===== src/rtl/uart_pkg.sv =====
// -----------------------------------------------------------------------------
// uart_pkg
// Shared definitions for the UART receiver and transmitter: the frame format,
// the default baud divisor and the receive FSM state encoding.
// Optional feature: UART_RX_PARITY_EN (even parity bit after data bit 7).
// -----------------------------------------------------------------------------
package uart_pkg;

  // 50 MHz system clock / 9600 baud.
  localparam int DEFAULT_CLKS_PER_BIT = 5208;

  // Frame format: 1 start bit, DATA_BITS data bits LSB-first, 1 stop bit.
  localparam int DATA_BITS = 8;
  localparam int BIT_IDX_W = $clog2(DATA_BITS);

  // Receive FSM states. ST_PARITY is reached only in parity builds.
  typedef enum logic [2:0] {
    ST_IDLE      = 3'd0,
    ST_START     = 3'd1,
    ST_DATA      = 3'd2,
    ST_PARITY    = 3'd3,
    ST_STOP      = 3'd4,
    ST_WAIT_HIGH = 3'd5
  } uart_state_e;

  // Even parity: data bits plus the parity bit must XOR to zero.
  function automatic logic even_parity_bad(input logic [DATA_BITS-1:0] data,
                                           input logic                 par);
    return (^data) ^ par;
  endfunction

endpackage


===== src/rtl/sync_2ff.sv =====
// -----------------------------------------------------------------------------
// sync_2ff
// Two-flop synchroniser for a single asynchronous input. Both flops reset to
// RESET_VAL so the synchronised output matches the input's idle level from the
// first cycle after reset.
// Ports:
//   clk    in  1  destination clock
//   rst_n  in  1  asynchronous active-low reset
//   i_d    in  1  asynchronous input
//   o_q    out 1  synchronised output, 2 cycles latency
// -----------------------------------------------------------------------------
module sync_2ff #(
  parameter logic RESET_VAL = 1'b0
) (
  input  logic clk,
  input  logic rst_n,
  input  logic i_d,
  output logic o_q
);

  logic r_meta;
  logic r_sync;

  always_ff @(posedge clk or negedge rst_n) begin
    if (!rst_n) begin
      r_meta <= RESET_VAL;
      r_sync <= RESET_VAL;
    end else begin
      // NOTE: non-blocking assignments make r_sync take the old r_meta, giving
      // a true two-stage pipeline; blocking here would collapse it to one flop.
      r_meta <= i_d;
      r_sync <= r_meta;
    end
  end

  assign o_q = r_sync;

endmodule


===== src/rtl/uart_rx.sv =====
// -----------------------------------------------------------------------------
// uart_rx
// UART receiver, 8N1 (or 8E1 with UART_RX_PARITY_EN defined). Synchronises
// the serial line, qualifies the start bit at half a bit period, samples each
// data bit at its centre, checks the stop bit and reports the byte with a
// one-cycle strobe. There is no backpressure: an untaken byte is overwritten.
// Build option: `define UART_RX_PARITY_EN enables the even-parity bit.
// Ports:
//   clk           in  1  system clock
//   rst_n         in  1  asynchronous active-low reset
//   rx            in  1  asynchronous serial line, idles high
//   rx_data       out 8  last good byte, updated only with rx_valid
//   rx_valid      out 1  one-cycle pulse on a good frame
//   frame_error   out 1  one-cycle pulse when the stop bit is sampled low
//   parity_error  out 1  one-cycle pulse on a parity mismatch (0 without option)
//   busy          out 1  high whenever the FSM is not idle
// -----------------------------------------------------------------------------
module uart_rx
  import uart_pkg::*;
#(
  parameter int CLKS_PER_BIT = DEFAULT_CLKS_PER_BIT
) (
  input  logic                 clk,
  input  logic                 rst_n,
  input  logic                 rx,
  output logic [DATA_BITS-1:0] rx_data,
  output logic                 rx_valid,
  output logic                 frame_error,
  output logic                 parity_error,
  output logic                 busy
);

  localparam int                CNT_W   = $clog2(CLKS_PER_BIT);
  localparam logic [CNT_W-1:0]  HALF_M1 = CNT_W'(CLKS_PER_BIT / 2 - 1);
  localparam logic [CNT_W-1:0]  BIT_M1  = CNT_W'(CLKS_PER_BIT - 1);
  localparam logic [BIT_IDX_W-1:0] LAST_BIT = BIT_IDX_W'(DATA_BITS - 1);

  // ---------------------------------------------------------------------------
  // Input synchroniser; resets to the idle (high) line level.
  // ---------------------------------------------------------------------------
  logic w_rx_s;

  sync_2ff #(
    .RESET_VAL (1'b1)
  ) u_rx_sync (
    .clk   (clk),
    .rst_n (rst_n),
    .i_d   (rx),
    .o_q   (w_rx_s)
  );

  // ---------------------------------------------------------------------------
  // State and datapath registers
  // ---------------------------------------------------------------------------
  uart_state_e                r_state;
  uart_state_e                w_next_state;
  logic [CNT_W-1:0]           r_cnt;
  logic [BIT_IDX_W-1:0]       r_bit_idx;
  logic [DATA_BITS-1:0]       r_shift;
  logic [DATA_BITS-1:0]       r_rx_data;
  logic                       r_rx_valid;
  logic                       r_frame_error;
  logic                       r_parity_error;

  // FSM control decoded from the current state.
  logic                       w_tick;        // counter reached this state's sample point
  logic                       w_cnt_clr;
  logic                       w_shift_en;
  logic                       w_set_valid;
  logic                       w_set_ferr;
  logic                       w_set_perr;
  logic                       w_parity_bad;

  // START samples at half a bit; every later sample is one full bit on.
  assign w_tick = (r_state == ST_START) ? (r_cnt == HALF_M1) : (r_cnt == BIT_M1);

`ifdef UART_RX_PARITY_EN
  logic r_parity_bit;
  logic w_parity_ld;

  assign w_parity_bad = even_parity_bad(r_shift, r_parity_bit);
`else
  assign w_parity_bad = 1'b0;
`endif

  // ---------------------------------------------------------------------------
  // FSM state register
  // ---------------------------------------------------------------------------
  always_ff @(posedge clk or negedge rst_n) begin
    if (!rst_n) r_state <= ST_IDLE;
    else        r_state <= w_next_state;
  end

  // ---------------------------------------------------------------------------
  // FSM next-state and control decode
  // ---------------------------------------------------------------------------
  always_comb begin
    // NOTE: every output of this block gets a default first, so no path through
    // the case statement leaves a signal unassigned and infers a latch.
    w_next_state = r_state;
    w_cnt_clr    = 1'b1;
    w_shift_en   = 1'b0;
    w_set_valid  = 1'b0;
    w_set_ferr   = 1'b0;
    w_set_perr   = 1'b0;
`ifdef UART_RX_PARITY_EN
    w_parity_ld  = 1'b0;
`endif

    unique case (r_state)
      ST_IDLE: begin
        if (!w_rx_s) w_next_state = ST_START;
      end

      ST_START: begin
        w_cnt_clr = w_tick;
        if (w_tick) begin
          // Line back high by mid-start-bit: a glitch, drop it silently.
          w_next_state = w_rx_s ? ST_IDLE : ST_DATA;
        end
      end

      ST_DATA: begin
        w_cnt_clr = w_tick;
        if (w_tick) begin
          w_shift_en = 1'b1;
          if (r_bit_idx == LAST_BIT) begin
`ifdef UART_RX_PARITY_EN
            w_next_state = ST_PARITY;
`else
            w_next_state = ST_STOP;
`endif
          end
        end
      end

`ifdef UART_RX_PARITY_EN
      ST_PARITY: begin
        w_cnt_clr = w_tick;
        if (w_tick) begin
          w_parity_ld  = 1'b1;
          w_next_state = ST_STOP;
        end
      end
`endif

      ST_STOP: begin
        w_cnt_clr = w_tick;
        if (w_tick) begin
          if (!w_rx_s) begin
            // Stop-bit error wins over any parity error.
            w_set_ferr   = 1'b1;
            w_next_state = ST_WAIT_HIGH;
          end else if (w_parity_bad) begin
            w_set_perr   = 1'b1;
            w_next_state = ST_IDLE;
          end else begin
            w_set_valid  = 1'b1;
            w_next_state = ST_IDLE;
          end
        end
      end

      // A held-low break must return high before a new start bit is accepted.
      ST_WAIT_HIGH: begin
        if (w_rx_s) w_next_state = ST_IDLE;
      end

      default: begin
        w_next_state = ST_IDLE;
      end
    endcase
  end

  // ---------------------------------------------------------------------------
  // Bit-period counter and bit index
  // ---------------------------------------------------------------------------
  always_ff @(posedge clk or negedge rst_n) begin
    if (!rst_n) begin
      r_cnt     <= '0;
      r_bit_idx <= '0;
    end else begin
      // Also cleared on every state change, so each state starts counting at 0.
      if (w_cnt_clr || (w_next_state != r_state)) r_cnt <= '0;
      else                                         r_cnt <= r_cnt + CNT_W'(1);

      // The 3-bit index wraps 7 -> 0 on its own after the last data bit.
      if (r_state != ST_DATA) r_bit_idx <= '0;
      else if (w_shift_en)    r_bit_idx <= r_bit_idx + BIT_IDX_W'(1);
    end
  end

  // ---------------------------------------------------------------------------
  // Shift register and registered outputs
  // ---------------------------------------------------------------------------
  always_ff @(posedge clk or negedge rst_n) begin
    if (!rst_n) begin
      r_shift        <= '0;
      r_rx_data      <= '0;
      r_rx_valid     <= 1'b0;
      r_frame_error  <= 1'b0;
      r_parity_error <= 1'b0;
    end else begin
      if (w_shift_en) r_shift[r_bit_idx] <= w_rx_s;
      if (w_set_valid) r_rx_data <= r_shift;
      r_rx_valid     <= w_set_valid;
      r_frame_error  <= w_set_ferr;
      r_parity_error <= w_set_perr;
    end
  end

`ifdef UART_RX_PARITY_EN
  always_ff @(posedge clk or negedge rst_n) begin
    if (!rst_n)           r_parity_bit <= 1'b0;
    else if (w_parity_ld) r_parity_bit <= w_rx_s;
  end
`endif

  assign rx_data      = r_rx_data;
  assign rx_valid     = r_rx_valid;
  assign frame_error  = r_frame_error;
  assign parity_error = r_parity_error;
  assign busy         = (r_state != ST_IDLE);

endmodule


===== config.mk =====
export PLATFORM = sky130hd
export DESIGN_NAME = uart_rx
export DESIGN_NICKNAME = d
export VERILOG_FILES = /design/src/rtl/uart_pkg.sv /design/src/rtl/sync_2ff.sv /design/src/rtl/uart_rx.sv
export SDC_FILE = /design/constraint.sdc
export NUM_CORES = 1
export LEC_CHECK = 0
export ABC_AREA = 1
export ABC_CLOCK_PERIOD_IN_PS = 4190
export CAP_MARGIN = 20
export CORE_ASPECT_RATIO = 1.25
export CORE_MARGIN = 3
export CORE_UTILIZATION = 40
export DETAILED_ROUTE_END_ITERATION = 7
export PLACE_DENSITY_LB_ADDON = 0.08
export REMOVE_ABC_BUFFERS = 1
export SYNTH_ARGS = -nofsm -noshare
export SYNTH_HDL_FRONTEND = slang
export SYNTH_SLANG_ARGS = --single-unit
export TNS_END_PERCENT = 5

===== constraint.sdc =====
create_clock -name clk -period 4.19 [get_ports clk]
set_input_delay 0.419 -clock clk [delete_from_list [all_inputs] [get_ports clk]]
set_output_delay 0.419 -clock clk [all_outputs]
set_load 0.01 [all_outputs]

# Yosys cells after proc, flatten, opt, wreduce, memory -nomap -nowiden
# Index checks and enable logic that the tools add are counted.
# totals
register_bits	39
elab_cells	53
output_inout_bits	12
in_bits	3
# op_classes
order_cmp	2
reduce_logical	6
n_addsub	2
mux	25
eq_ne	9
# ops
operator	count
3-bit two-way mux	9
3-bit one-hot mux with 5 select lines	1
13-bit by 1-bit adder with 13-bit output, second input constant	1
13-bit by 12-bit == test with 1-bit output, second input constant	1
13-bit == test, second input constant	1
13-bit two-way mux	1
1-bit two-way mux	11
3-bit == test, second input constant	3
8-bit bitwise mux	1
3-bit by 4-bit less-than comparator with 1-bit output, second input constant	1
3-bit by 1-bit adder with 3-bit output, second input constant	1
1-bit demux with 3-bit select	1
3-bit by 1-bit == test with 1-bit output, second input constant	1
3-bit by 2-bit == test with 1-bit output, second input constant	1
3-bit by 1-bit >= comparator with 1-bit output, second input constant	1
3-bit logical NOT	1
3-bit by 2-bit != test with 1-bit output, second input constant	1
3-bit != test	1
3-bit nonzero test	1
3-bit OR reduction	1
2-bit two-way mux	1
2-bit nonzero test	1
1-bit logical AND	1
1-bit logical OR	1

# Depth between registers and ports, before layout
# Gate-level depths: netlist of run 1.
# depth
depth_word	7
depth_mapped	10
ltp_nobuf	10

# By module
# Synthesis of run 1 repeated with hierarchy kept, for this count alone.
# hier_totals
hier_cells	274
hier_area_um2	2234.6
# by_module_without_submodules
module	seq_area_each_um2	area_per_inst_um2	cells_each	n_inst
uart_rx	925.9	2182.1	272	1
sync_2ff	52.6	52.6	2	1

# Worst setup path before layout of run 1
# Ideal clock, no wire load.
# synth_timing
path_type	reg2reg
from	reg r_state[1]
to	reg r_rx_data[0] (netlist: rx_data[0])
setup_slack_ps	2754
stages_incl_launch_ff	9
required_time_ps	4072
path_buffers	0
arrival_time_ps	1318
path_cell_list	dfrtp_1 inv_2 nand2_2 nor2_4 nand3_2 a21oi_4 nand4_2 nand2_1 nand2_1
# synth_between
elab_chain_cells	4
# synth_lines
item	line	source
start, declared	uart_rx.sv:55	uart_state_e r_state;
start signal, assigned	uart_rx.sv:91	else r_state <= w_next_state;
3-bit by 1-bit == test with 1-bit output	uart_rx.sv:75	assign w_tick = (r_state == ST_START) ? (r_cnt == HALF_M1) : (r_cnt == BIT_M1);
1-bit two-way mux	uart_rx.sv:75	
1-bit two-way mux	uart_rx.sv:149	if (w_tick) begin
1-bit two-way mux (*)	uart_rx.sv:110	unique case (r_state)
end signal, assigned	uart_rx.sv:205	if (w_set_valid) r_rx_data <= r_shift;
end, declared	uart_rx.sv:60	logic [DATA_BITS-1:0] r_rx_data;
# Mark *: on every way between the ends. The rest lies on a longest branch, timed or not.
# A chain may end at the register's enable or synchronous reset.

# Worst setup path in the final report of run 1
# layout_timing
from	reg r_cnt[5]
to	reg r_state[0]
# layout_between
elab_chain_cells	4
# layout_lines
item	line	source
start, declared	uart_rx.sv:57	logic [CNT_W-1:0] r_cnt;
start signal, assigned	uart_rx.sv:185	else r_cnt <= r_cnt + CNT_W'(1);
13-bit == test or 13-bit by 12-bit == test with 1-bit output (tied branches)	uart_rx.sv:75	
1-bit two-way mux (*)	uart_rx.sv:75	
3-bit two-way mux, on equally long branches	uart_rx.sv:149, uart_rx.sv:117, uart_rx.sv:125	
3-bit one-hot mux with 5 select lines (*)	uart_rx.sv:110	
via w_next_state[0]	uart_rx.sv:56	uart_state_e w_next_state;
# Mark *: on every way through the listed nets, which the timed path passes. The rest lies on a longest branch.

==> results of run 1 <==
[Yosys cell counts, drive strengths merged]
cell / n
xor2: 9
o31ai: 1
nor4: 2
inv: 24
a21oi: 2
conb: 1
dfstp: 2
buf: 8
nor2: 33
dfrtp: 37
xnor2: 1
ha: 3
nand2: 69
nor3: 3
o21ai: 4
nand4: 28
nand3: 13
[final cells by class]
type | count | area, sq um | area share [%]
multi-input combinational | 169 | 872.1 | 38.49
inverter | 24 | 90.09 | 3.976
timing repair buffer | 14 | 132.6 | 5.853
clock inverter | 2 | 35.03 | 1.546
tap | 60 | 75.07 | 3.313
clock buffer | 6 | 82.58 | 3.644
sequential | 39 | 978.4 | 43.18
[cells by family (layout without fill, tap and decap cells)]
family,count (synthesis),after routing,share of synthesized area (%)
simple gates,148,148,34.35
compound gates,7,7,2.681
fa+ha+maj,3,3,1.871
flops,39,39,48.75
other cells,1,1,0.1869
buf+inv,32,46,7.793
xor+xnor,10,10,4.364
[power by group through the flow]
stage	clock (mW)	combinational, mW	sequential [mW]
after global placement	0	0.00983	0.389
after floorplan	0	0.000738	0.387
after detailed placement	0	0.00991	0.388
final	0.319	0.00905	0.381
after CTS	0.333	0.00991	0.381
after global routing	0.349	0.0110	0.381
[sequential cells by signal, summed over array words and instances, names as in the netlist]
name              count
r_cnt                13
r_shift               8
rx_data               8
r_bit_idx             3
r_state               3
frame_error           1
rx_valid              1
u_rx_sync.o_q         1
u_rx_sync.r_meta      1
[stage by stage]
step	utilization [%]	worst slack, ns	hold WS [ns]
after floorplan	-	2.406	0.1234
after global placement	44.76	2.249	0.3454
after detailed placement	44.76	2.196	0.3498
final	47.21	2.208	0.2427
after CTS	47.21	2.185	0.2768
after global routing	47.21	2.017	0.3072
[worst max-delay path, delay by kind of cell, from the launching register on]
family        cells  cell delay (ns)
flops             1             0.42
simple gates      7             1.25
buf+inv           2             0.27
[cells in the final DEF (no fill, tap or decap), drive strengths merged]
cell / count
nor2: 33
dfstp: 2
inv: 24
xnor2: 1
nand3: 13
nand4: 28
bufinv: 1
nor4: 2
ha: 3
nand2: 69
xor2: 9
clkbuf: 6
dfrtp: 37
nor3: 3
conb: 1
clkdlybuf4s50: 12
o21ai: 4
clkinv: 1
o31ai: 1
a21oi: 2
buf: 2
[layer usage]
layer  wire length (microns)  global-route usage, %  share of wire, %
met1                    1948                  19.02                50
met2                    1776                  23.00                45
met3                     149                  3.673               3.8
met4                      33                  5.329              0.84
met5                       0                      0                 0
[path summary, 6_finish.rpt]
| check | cells after the start | start | slack, ns | end |
|---|---|---|---|---|
| worst max-delay path | 9 | r_cnt[5]$_DFF_PN0_ | 2.21 | r_state[0]$_DFF_PN0_ |
| worst min-delay path | 1 | rst_n | 0.24 | r_cnt[7]$_DFF_PN0_ |
| worst max register to register | 9 | r_cnt[5]$_DFF_PN0_ | 2.21 | r_state[0]$_DFF_PN0_ |
| worst min register to register | 0 | u_rx_sync.r_meta$_DFF_PN1_ | 0.36 | u_rx_sync.o_q$_DFF_PN1_ |
| max in group asynchronous | 1 | rst_n | 3.41 | r_state[1]$_DFF_PN0_ |
| min in group clk | 0 | u_rx_sync.r_meta$_DFF_PN1_ | 0.36 | u_rx_sync.o_q$_DFF_PN1_ |
==> summary.md, run 1 <==
| Metric | Value |
|---|---|
| Slew @ Worst Pin | `0.9543 ns` |
| Setup Skew | `~0.0026 ns` |
| Leading area contributor after synthesis | `dfrtp_1` |
| Total Routed Length | `3907 microns` |
| Status | `completed` |
| Register share of total power | `53.8%` |
| Sequential area share after synthesis | `between 40 and 50%` |
| Clock Path Buffers | `2` |
| Synth Instances | `between 200 and 250` |
| Gpl congestion | `roughly 0.79` |
| GRT Residual Overflow | `0` |
| Initial antenna violation count | `0` |
| Combinational Power Share | `under 10%` |
| Power per cell area | `312.9 nW/um^2` |
| Setup violations, final | `0` |
| Fin. max-slew vios | `0` |
| Period utilisation layout | `47.31%` |
| Hold-fix buffers, CTS | `0` |
| Netlist cell types | `25` |
| Peak VDD IR | `between 0.15 and 0.2 mV` |
| CP max FO | `18` |
| Largest net degree at the start of global routing | `40` |
| Final Hold Violating Endpoints | `0` |
| Area growth syn-to-layout | `12.91%` |
| Internal cell power | `0.5719 mW` |
| Clock share of power | `about 45%` |
| Clock root buffer | `clkbuf_8` |
| Max Cap Viol | `0` |
| Diode count | `0` |
| Fillers | `470` |
| Top cell type's share of synthesized area | `roughly 46%` |
| Flops & latches, synth | `39` |
| Worst-skew pair later-pin latency | `0.28 ns` |
| Required time of the worst setup path | `~4.4 ns` |
| Total Routing Usage GR | `around 14%` |
| Non-filler instance count after layout | `314` |
| Vias in the first global route | `about 1500` |
| Min-Delay Path Class | `input port to asynchronous set/reset pin` |
| Cells after DPL | `a little over 300` |
| Max frequency | `504.4 MHz` |
| H-Tree Level Count | `2` |
| Rel. slew slack | `between 30% and 40%` |
| DR vias/cell | `4.997` |
| DR WL/cell | `between 10 and 15 microns` |
| Critical Path Sink Type | `register` |
| Ranking of synthesized cells by area | `dfrtp_1, nand2_1, nand4_1, nor2_1, inv_1` |
| Minimum clock period | `1.982 ns` |
| Area post-placement | `about 2100 sq um` |
| Fin area | `~2300 sq um` |
| Layout cells sized above 1 | `approximately 9.1%` |
| Switching pwr | `around 0.14 mW` |
| CTS tree | `built` |
| Die ar. | `between 5000 and 6000 sq um` |
| Core ar. | `4800 sq um` |
| Hpwl dp | `between 2000 and 3000 microns` |
| Die W | `just under 70 microns` |
| First-pass GRT wire length | `6893 microns` |
| Nets | `259` |
| Leakage | `1.105 nW` |
| Initial Util | `a little over two fifths` |
| Sw frac | `about 19%` |
| Critical-path cell list | `inv_1 -> nand2_1 -> nor2_1 -> nand3_1 -> nand2_1 -> inv_1 -> nor2_4 -> nand3_1 -> nand2_1` |
| Syn_area_per_cell | `8.362 sq um` |
| Mapped cell area | `2007 sq um` |
| Setup_tns | `0 ns` |
| Setup crit start kind | `register` |
| Initial drt markers | `81` |
| Final ANT Viol Nets | `0` |
| Critical path type | `register to register` |
| Total of warnings raised by yosys | `0` |
| Post-cts resize count | `0` |
| Final Power | `roughly 0.71 mW` |
| Chip height | `roughly 85 microns` |
| # DRC | `0` |
| RSZ-0062 raised after global routing | `false` |
| Post-CTS Repair Setup Buffers | `0` |
| Vias after detailed routing | `roughly 1600` |
| Clock slew at reported path FFs | `0.07 ns` |
| Clock sinks | `39` |
| Worst EP arrival | `approximately 2.2 ns` |
| Most Frequent Cell on Critical Path | `nand2_1` |
| Ports | `15` |
| CTS Buf Count | `5` |
| Cell Rows | `28` |
| Drt pass-1 iters | `4` |
| Crit-path slowest cell | `dfrtp_1` |
| Number of buffers added on ports | `13` |
| Largest stage delay on the critical path | `0.42 ns` |
(Power assumes the default switching activity.)
==> run 2: changes to the inputs <==
ABC_CLOCK_PERIOD_IN_PS = 2000   (was 4190)
clock period = 2 ns   (was 4.19 ns; I/O delays follow)
==> summary.md, run 2 (synthesis results as in run 1) <==
| Metric | Value |
|---|---|
| Clock root buffer | `clkbuf_8` |
| Hold Path End | `u_rx_sync.r_meta$_DFF_PN1_` |
| Peak VDD IR | `~0.5 mV` |
| Hpwl dp | `between 2000 and 3000 microns` |
| Worst path bufs/invs | `1` |
| Leakage | `around 1.1 nW` |
| Setup_tns | `0 ns` |
| Reg2Reg Setup Slack | `about 0.27 ns` |
| Nets | `approximately 260` |
| Vias after detailed routing | `around 1600` |
| Initial Util | `roughly two fifths` |
| R2R cell count | `5` |
| Crit-path slowest cell | `o31ai_2` |
| Chip height | `85.20 microns` |
| RSZ-0062 raised after global routing | `false` |
| Non-filler instance count after layout | `319` |
| Ports | `15` |
| Setup Skew | `between 0.007 and 0.008 ns` |
| Crit path depth | `5` |
| Worst EP arrival | `approximately 1.9 ns` |
| Post-route setup slack | `around 0.27 ns` |
| Clock slew at reported path FFs | `about 0.08 ns` |
| Setup violations, final | `0` |
| Largest net degree at the start of global routing | `40` |
| Max Cap Viol | `0` |
| Top delay family on crit path | `compound AO/OA/AOI/OAI gates` |
| Power per cell area | `~650 nW/um^2` |
| Fin. max-slew vios | `0` |
| Commonest non-fill, non-tap cell in the layout | `nand2_1` |
| CTS tree | `built` |
| Number of buffers added on ports | `13` |
| Footprint of the multi-input gates | `872.1 sq um` |
| Period utilisation layout | `between 80% and 90%` |
| Final ANT Viol Nets | `0` |
| Required time of the worst setup path | `about 2.1 ns` |
| GRT Residual Overflow | `0` |
| Place WS | `~0.25 ns` |
| Largest stage delay on the critical path | `around 0.80 ns` |
| Post-CTS Repair Setup Buffers | `0` |
| Die W | `~69 microns` |
| Drt pass-1 iters | `4` |
| Most Frequent Cell on Critical Path | `nor2_1` |
| Vias in the first global route | `approximately 1500` |
| Fin area | `about 2300 sq um` |
| Post-layout util | `about 48%` |
| H-Tree Level Count | `2` |
| Critical-path cell list | `nor2_1 -> nand2_1 -> inv_1 -> o31ai_2 -> nor2_1` |
| Core ar. | `approximately 4800 sq um` |
| DR vias/cell | `between 4 and 5` |
| Layout cells sized above 1 | `10.42%` |
| Total Routed Length | `3942 microns` |
| Clock Path Buffers | `2` |
| First-pass GRT wire length | `6927 microns` |
| Critical Path Sink Type | `register` |
| Worst-skew pair later-pin latency | `0.29 ns` |
| Minimum clock period | `1.725 ns` |
| Gpl congestion | `~0.83` |
| Slew @ Worst Pin | `around 1.0 ns` |
| Cells after DPL | `310` |
| Rel. slew slack | `roughly 33%` |
| Initial drt markers | `67` |
| Area growth syn-to-layout | `15.52%` |
| Final Hold Violating Endpoints | `0` |
| Clock sinks | `39` |
| Hold path depth | `1` |
| Reg with most FFs | `r_cnt` |
| Reg-to-reg critical path startpoint | `r_state[2]$_DFF_PN0_` |
| Cell Rows | `28` |
| Critical path type | `register to register` |
| Max frequency | `579.6 MHz` |
| CP max FO | `13` |
| Most frequent cells in the layout | `nand2_1, dfrtp_1, nor2_1` |
| DR WL/cell | `around 12 microns` |
| Max reg flops | `13` |
| Min-Delay Path Class | `input port to register` |
| Fillers | `approximately 470` |
| Setup crit start kind | `register` |
| Total Routing Usage GR | `between 10% and 20%` |
| Status | `completed` |
| Hold path start | `rx` |
| CTS Buf Count | `5` |
| RR Endpoint | `r_cnt[10]$_DFF_PN0_` |
| Initial antenna violation count | `0` |
| Area post-placement | `between 2000 and 2500 sq um` |
| Diode count | `0` |
| Die ar. | `just under 6000 sq um` |
| Register area | `between 900 and 1000 sq um` |
| # DRC | `0` |
| Final Power | `1.504 mW` |
| Worst slack on hold paths | `roughly 0.31 ns` |
-- run 2: report_power, final --
group	switching [mW]	internal, mW	leakage, nW
Sequential	0.00158	0.792	0.523
Combinational	0.0227	0.00940	0.549
Clock	0.275	0.404	0.0612
-- run 2: how the worst max path moves through the flow --
stage	start	endpoint	slack, ns
2_1_floorplan	r_state[2]$_DFF_PN0_	rx_data[0]$_DFFE_PN0P_	0.22
3_3_place_gp	r_state[2]$_DFF_PN0_	r_cnt[11]$_DFF_PN0_	0.24
3_5_place_dp	r_state[2]$_DFF_PN0_	r_cnt[10]$_DFF_PN0_	0.25
4_1_cts	r_state[2]$_DFF_PN0_	r_cnt[10]$_DFF_PN0_	0.24
5_1_grt	r_state[2]$_DFF_PN0_	r_cnt[10]$_DFF_PN0_	0.1
6_report	r_state[2]$_DFF_PN0_	r_cnt[10]$_DFF_PN0_	0.27
-- run 2: worst register-to-register path, delay by kind of cell, from the launching register on --
kind,cells,cell delay [ns]
buffers and inverters,1,0.06
AOI/OAI and AO/OA,1,0.80
DFF,1,0.43
and+or+nand+nor,3,0.28
-- run 2: layout make-up --
cell class | instances | area share (%)
clock inverter | 2 | 1.511
timing repair buffer | 19 | 7.987
multi-input combinational | 169 | 37.61
inverter | 24 | 3.886
tap | 60 | 3.238
clock buffer | 6 | 3.562
sequential | 39 | 42.20
-- run 2: timing repair --
action / in CTS / in global routing
endpoints found under the hold margin: 37 / 0
resized for setup: 0 / 0
hold buffers: 1 / 0
-- run 2: routing by layer --
layer  up-vias  share of wire [%]  GRT usage [%]
met5         -                  0              0
met4         0                2.1          6.750
met3         7                3.8          3.791
met2        24                 43          21.18
met1       738                 51          20.03
li1        817                  -              -
==> run 3: changes to the inputs <==
CTS_BUF_LIST = sky130_fd_sc_hd__clkbuf_2 sky130_fd_sc_hd__clkbuf_4 sky130_fd_sc_hd__clkbuf_8   (was default)
==> results of run 3 <==
Same layout as run 2: the final DEF is identical, and so are final timing and power.
